--- src/rtl/pool_pkg.sv ---
// Shared types and sizing helpers for the 1-D streaming pooling stage.
package pool_pkg;

    typedef enum logic {
        POOL_MAX = 1'b0,
        POOL_AVG = 1'b1
    } pool_mode_e;

    // Width of a counter that must hold 0..n-1; never narrower than one bit.
    function automatic int cnt_width(input int n);
        return (n <= 1) ? 1 : $clog2(n);
    endfunction

    // Accumulator width: a full window of K samples summed without overflow.
    function automatic int sum_width(input int width, input int k);
        return width + $clog2(k);
    endfunction

endpackage

--- src/rtl/pool_reduce_unit.sv ---
// Window accumulator: running max or running sum over one pooling window.
module pool_reduce_unit
    import pool_pkg::*;
#(
    parameter  int WIDTH = 8,
    parameter  int K     = 2,
    parameter  int MODE  = 0,
    localparam int AW    = sum_width(WIDTH, K)
) (
    input  logic                    clk,
    input  logic                    reset,
    input  logic                    first,
    input  logic                    en,
    input  logic signed [WIDTH-1:0] sample,
    output logic signed [AW-1:0]    acc_next,
    output logic signed [WIDTH-1:0] result
);

    localparam int         SHIFT  = $clog2(K);
    localparam pool_mode_e MODE_E = (MODE == 1) ? POOL_AVG : POOL_MAX;

    logic signed [AW-1:0] acc_q;
    logic signed [AW-1:0] acc_d;
    logic signed [AW-1:0] sample_ext;

    assign sample_ext = AW'(sample);

    // NOTE: every output of this block is given a default first, so no path can infer a latch.
    always_comb begin
        acc_next = sample_ext;
        if (!first) begin
            if (MODE_E == POOL_AVG) begin
                acc_next = acc_q + sample_ext;
            end else if (acc_q > sample_ext) begin
                acc_next = acc_q;
            end
        end
        acc_d = en ? acc_next : acc_q;
    end

    // Missing samples of a partial window simply never add in; the divisor stays K.
    assign result = (MODE_E == POOL_AVG) ? WIDTH'(acc_next >>> SHIFT) : WIDTH'(acc_next);

    // NOTE: state flops use non-blocking assignment so all registers update together at the edge.
    always_ff @(posedge clk or posedge reset) begin
        if (reset) begin
            acc_q <= '0;
        end else begin
            acc_q <= acc_d;
        end
    end

endmodule

--- src/rtl/pool_stream_1d.sv ---
// Streaming 1-D pooling stage: reduces each K-sample window of a LEN-sample vector to one output.
module pool_stream_1d
    import pool_pkg::*;
#(
    parameter int WIDTH = 8,
    parameter int LEN   = 5,
    parameter int K     = 2,
    parameter int MODE  = 0
) (
    input  logic                    clk,
    input  logic                    reset,
    input  logic signed [WIDTH-1:0] s_data_in_x,
    input  logic                    s_valid_x,
    output logic                    s_ready_x,
    output logic signed [WIDTH-1:0] m_data_out_y,
    output logic                    m_valid_y,
    input  logic                    m_ready_y,
    output logic                    vec_done
);

    localparam int NOUT = (LEN + K - 1) / K;
    localparam int EW   = cnt_width(LEN);
    localparam int WW   = cnt_width(K);
    localparam int OW   = cnt_width(NOUT);
    localparam int AW   = sum_width(WIDTH, K);

    localparam logic [EW-1:0] ELEM_LAST = EW'(LEN - 1);
    localparam logic [WW-1:0] WIN_LAST  = WW'(K - 1);
    localparam logic [OW-1:0] OUT_LAST  = OW'(NOUT - 1);

    localparam logic signed [AW-1:0] SAMPLE_MIN = AW'(-(2 ** (WIDTH - 1)));
    localparam logic signed [AW-1:0] SAMPLE_MAX = AW'(2 ** (WIDTH - 1) - 1);

    logic [EW-1:0]           elem_cnt_q, elem_cnt_d;
    logic [WW-1:0]           win_cnt_q, win_cnt_d;
    logic [OW-1:0]           out_cnt_q, out_cnt_d;
    logic                    m_valid_q, m_valid_d;
    logic signed [WIDTH-1:0] m_data_q, m_data_d;
    logic                    vec_done_q, vec_done_d;

    logic                    in_fire;
    logic                    out_fire;
    logic                    elem_last;
    logic                    win_first;
    logic                    close;
    logic signed [AW-1:0]    acc_next;
    logic signed [WIDTH-1:0] result;

    // A stalled output blocks the input, which freezes every counter and the accumulator.
    assign s_ready_x = !m_valid_q || m_ready_y;
    assign in_fire   = s_valid_x && s_ready_x;
    assign out_fire  = m_valid_q && m_ready_y;
    assign elem_last = (elem_cnt_q == ELEM_LAST);
    assign win_first = (win_cnt_q == '0);
    assign close     = in_fire && ((win_cnt_q == WIN_LAST) || elem_last);

    pool_reduce_unit #(
        .WIDTH (WIDTH),
        .K     (K),
        .MODE  (MODE)
    ) u_reduce (
        .clk      (clk),
        .reset    (reset),
        .first    (win_first),
        .en       (in_fire),
        .sample   (s_data_in_x),
        .acc_next (acc_next),
        .result   (result)
    );

    always_comb begin
        elem_cnt_d = elem_cnt_q;
        win_cnt_d  = win_cnt_q;
        out_cnt_d  = out_cnt_q;
        m_valid_d  = m_valid_q;
        m_data_d   = m_data_q;
        vec_done_d = 1'b0;

        if (in_fire) begin
            elem_cnt_d = elem_last ? '0 : elem_cnt_q + EW'(1);
            win_cnt_d  = close ? '0 : win_cnt_q + WW'(1);
        end

        if (out_fire) begin
            m_valid_d  = 1'b0;
            vec_done_d = (out_cnt_q == OUT_LAST);
            out_cnt_d  = vec_done_d ? '0 : out_cnt_q + OW'(1);
        end

        // A close in the same cycle as a transfer refills the register with no bubble.
        if (close) begin
            m_valid_d = 1'b1;
            m_data_d  = result;
        end
    end

    always_ff @(posedge clk or posedge reset) begin
        if (reset) begin
            elem_cnt_q <= '0;
            win_cnt_q  <= '0;
            out_cnt_q  <= '0;
            m_valid_q  <= 1'b0;
            m_data_q   <= '0;
            vec_done_q <= 1'b0;
        end else begin
            elem_cnt_q <= elem_cnt_d;
            win_cnt_q  <= win_cnt_d;
            out_cnt_q  <= out_cnt_d;
            m_valid_q  <= m_valid_d;
            m_data_q   <= m_data_d;
            vec_done_q <= vec_done_d;
        end
    end

    assign m_valid_y    = m_valid_q;
    assign m_data_out_y = m_data_q;
    assign vec_done     = vec_done_q;

    // Max pooling only ever holds a raw sample, so its accumulator stays inside the sample range.
    a_max_in_range: assert property (@(posedge clk) disable iff (reset)
        (MODE == 1) || ((acc_next >= SAMPLE_MIN) && (acc_next <= SAMPLE_MAX)));

endmodule

--- config.mk ---
export PLATFORM = sky130hd
export DESIGN_NAME = pool_stream_1d
export DESIGN_NICKNAME = d
export VERILOG_FILES = /design/src/rtl/pool_pkg.sv /design/src/rtl/pool_reduce_unit.sv /design/src/rtl/pool_stream_1d.sv
export SDC_FILE = /design/constraint.sdc
export NUM_CORES = 1
export LEC_CHECK = 0
export CAP_MARGIN = 20
export CELL_PAD_IN_SITES_DETAIL_PLACEMENT = 1
export CELL_PAD_IN_SITES_GLOBAL_PLACEMENT = 2
export CORE_AREA = 2 2 55 96
export DETAILED_ROUTE_END_ITERATION = 16
export DIE_AREA = 0 0 57 98
export PLACE_DENSITY_LB_ADDON = 0.1
export SYNTH_ARGS = -nofsm -noshare
export SYNTH_HDL_FRONTEND = slang
export SYNTH_SLANG_ARGS = --single-unit
--- constraint.sdc ---
create_clock -name clk -period 1.9 [get_ports clk]
set_input_delay 0.38 -clock clk [delete_from_list [all_inputs] [get_ports clk]]
set_output_delay 0.38 -clock clk [all_outputs]
set_load 0.1 [all_outputs]
==> flow_summary.toml, run 1 <==
[die]
core_area_sq_um = 4850
num_rows = 34
pin_count = 23
start_util_pct = 27.7
die_h_um = 98
die_w_um = 57
dieArea_sq_um = 5590

[synthesis]
async_flop_share_pct = 100
synth-edff-count = 0
yosysSeqAreaShare_pct = 46.6
synth_top_cell_area_share_pct = 46.6
synth.distinct_cells = 29
netlist_area_sq_um = 1340
ys_ff_latch = 25
synth_area_leaders = "dfrtp_1 47%, ha_1 10%, mux2_2 8.4%"
synth_ff_type = "dfrtp_1"
yosysWarnings = 0
synth_nets = 154
yosys.area.top_type = "dfrtp_1"
syn_inst = 131
synth_most_common_cell = "dfrtp_1"
syn_area_per_cell_sq_um = 10.2
synth_common_cells = "25 x dfrtp_1, 14 x inv_1, 12 x a21oi_1"

[cts]
numCtsBuffers = 3
root_buffer = "clkbuf_8"
path_clk_slew_ns = 0.09
cts_tree = "built"
cts_buffer_depth = 2
cts-hold-fix-buffers = 0
cts-htree-levels = 1
clock_sinks = 25
clk_latency_ns = 0.27

[critical_path]
cp.required_ns = 2.06
critPathKind = "reg2reg"
rrSetupSlack_ns = -0.19
crit_start = "u_reduce.acc_q[4]"
arrival_ns = 2.25
start_kind = "register"
timing.rr.end = "u_reduce.acc_q[0]"
cp_max_fo = 6
r2r-start = "u_reduce.acc_q[4]"
cp-endpoint = "u_reduce.acc_q[0]"
r2r_cells = 7
end_kind = "register"

[pwr]
p_comb_share_pct = 68.8
power_switching_uw = 2130
vdd_drop_max_mv = 1.08
p_sw_share_pct = 47.8
pwr_density_cell_nw_per_um2 = 1930
p_leak_uw = 0.00102
clkPwrFrac_pct = 7.2
seq_power_share_pct = 24.0
p_int_uw = 2320

[route]
ant_nets = 0
first_pass_iters = 2
num_vias = 1182
drt-initial-drc-count = 25
drc = 0
drt_wl_total_mm = 4.13
wl_per_cell_um = 17.2
drt-vias-per-instance = 4.93

[cells_and_area]
area_growth_pct = 71.9
drive_gt1_share_pct = 50.5
multi_input_area_sq_um = 923
num_antenna_cells = 0
post-route-util_pct = 47.6
fill_cells = 524
nNetsFinal = 210
seqCellArea_sq_um = 629

[sta]
period_needed_ns = 2.09
hold_viol_final = 0
fmax_mhz = 480
finalSetupViolCount = 17
finClkSkew_ns = 0.00377
setup_ws_ns = -0.185
timing_worst_slew_pin_value_ns = 0.479
finalMaxSlewViolations = 0
rsz0062_at_grt = "yes"
min_period_over_period_pct = 110
slew_headroom_pct = 68.1
hold_slack_ns = 0.463

[grt]
grt_pass1_vias = 1402
grt_pass1_wl_mm = 6.88
grt_remaining_overflow = 0
antenna_found_initial = 0
grt_max_degree = 26
track_usage_pct = 16.0

[run_status]
status = "finished with violations"
failed_checks = "negative setup slack"

[placed_design]
io_buffers = 22
hpwl_mm = 2.98
routabilityCongestion = 0.781
dpl_worst_slack_ns = -0.822

[run]
cap_violations = 0

[hold_path]
hp-class = "in2async"
[cells in the final DEF, fill, tap and decap left out, types with 2 or more instances in the layout]
cell type | synthesis | layout
o21ai_0 | 11 | 6
mux2_4 | 0 | 9
clkbuf_8 | 0 | 3
a31oi_4 | 0 | 7
inv_2 | 0 | 4
clkdlybuf4s50_1 | 0 | 4
buf_12 | 0 | 11
o21ai_1 | 0 | 5
dlygate4sd2_1 | 0 | 6
buf_6 | 1 | 3
and4_4 | 1 | 2
buf_4 | 0 | 27
nand3_1 | 2 | 2
ha_1 | 11 | 5
a21oi_2 | 0 | 8
inv_1 | 14 | 8
ha_4 | 0 | 6
a21o_1 | 2 | 2
a21oi_1 | 12 | 4
dfrtp_1 | 25 | 24
nor2_1 | 11 | 11
nand2_1 | 6 | 5
[critical path, stage by stage (launching register included)]
cell      delay, ns
dfrtp_1        0.41
ha_4           0.23
and4_4         0.19
a21o_4         0.20
o2111a_2       0.27
nor3_4         0.20
buf_6          0.17
mux2_4         0.30
[kinds of logic after synthesis]
| family | after synthesis | share of synthesized area [%] |
|---|---|---|
| adder cells (fa/ha/maj) | 11 | 10.3 |
| buffers and inverters | 16 | 5.03 |
| flip-flops | 25 | 46.6 |
| AND/OR/NAND/NOR | 29 | 11.7 |
| AO/OA/AOI/OAI | 40 | 18.0 |
| multiplexers | 10 | 8.39 |
[timing repair]
item,in CTS,in global routing
pin swaps,5,14
setup endpoints to repair,17,17
resized for setup,28,25
setup buffers,3,1
[state kept, by name, indices dropped and copies added (netlist names)]
register / count
elem_cnt_q: 3
m_data_out_y: 8
m_valid_y: 1
out_cnt_q: 2
u_reduce.acc_q: 9
vec_done: 1
win_cnt_q: 1
[metrics by stage]
step           power, uW  instance area (sq um)  std cells  setup TNS (ns)
4_1_cts             4170                   2140        239           -1.73
5_1_grt             4740                   2310        240           -2.96
3_3_place_gp        3590                   2020        232          -11.47
2_1_floorplan       2610                   1440        131           -2.84
3_5_place_dp        3670                   2020        232          -12.13
6_report            4450                   2310        240           -1.83
[layer usage]
layer	up-vias	part of all wire [%]	global-route usage, %
li1	572	-	-
met1	592	37	18.6
met2	13	59	29.3
met3	5	1.8	1.59
met4	0	1.6	5.90
met5	-	0	0
[worst min-delay path by stage]
| stage | startpoint | endpoint | slack [ns] | depth (start not counted) |
|---|---|---|---|---|
| 2_1_floorplan | reset | elem_cnt_q[0] | 0.41 | 1 |
| 3_3_place_gp | out_cnt_q[0] | vec_done | 0.47 | 1 |
| 3_5_place_dp | out_cnt_q[0] | vec_done | 0.49 | 1 |
| 4_1_cts | reset | out_cnt_q[1] | 0.47 | 3 |
| 5_1_grt | reset | out_cnt_q[1] | 0.51 | 3 |
| 6_report | reset | out_cnt_q[1] | 0.46 | 3 |
[final cells by class]
| class | instances | share of cell area, % |
|---|---|---|
| clock buffers | 3 | 1.79 |
| clock inverters | 1 | 0.217 |
| inverters | 14 | 2.93 |
| repair buffers | 53 | 24.9 |
| multi-input cells | 90 | 40.0 |
| flip-flops and latches | 25 | 27.3 |
| well taps | 54 | 2.93 |
[power by group through the flow]
stage	combinational [uW]	clock, uW	sequential, uW
global placement	2530	0	1050
CTS	2760	341	1070
global route	3260	361	1110
floorplan	924	0	1690
finish	3060	320	1070
detailed placement	2600	0	1080
Power figures use the tool's default switching activity.
==> run 2: changes to the inputs <==
--- a/config.mk
+++ b/config.mk
@@ -9,6 +9,7 @@
 export CELL_PAD_IN_SITES_DETAIL_PLACEMENT = 1
 export CELL_PAD_IN_SITES_GLOBAL_PLACEMENT = 2
 export CORE_AREA = 2 2 55 96
+export CTS_CLUSTER_DIAMETER = 30
 export DETAILED_ROUTE_END_ITERATION = 16
 export DIE_AREA = 0 0 57 98
 export PLACE_DENSITY_LB_ADDON = 0.1
==> results of run 2 <==
Final layout, timing and power as in run 1 (identical DEF).
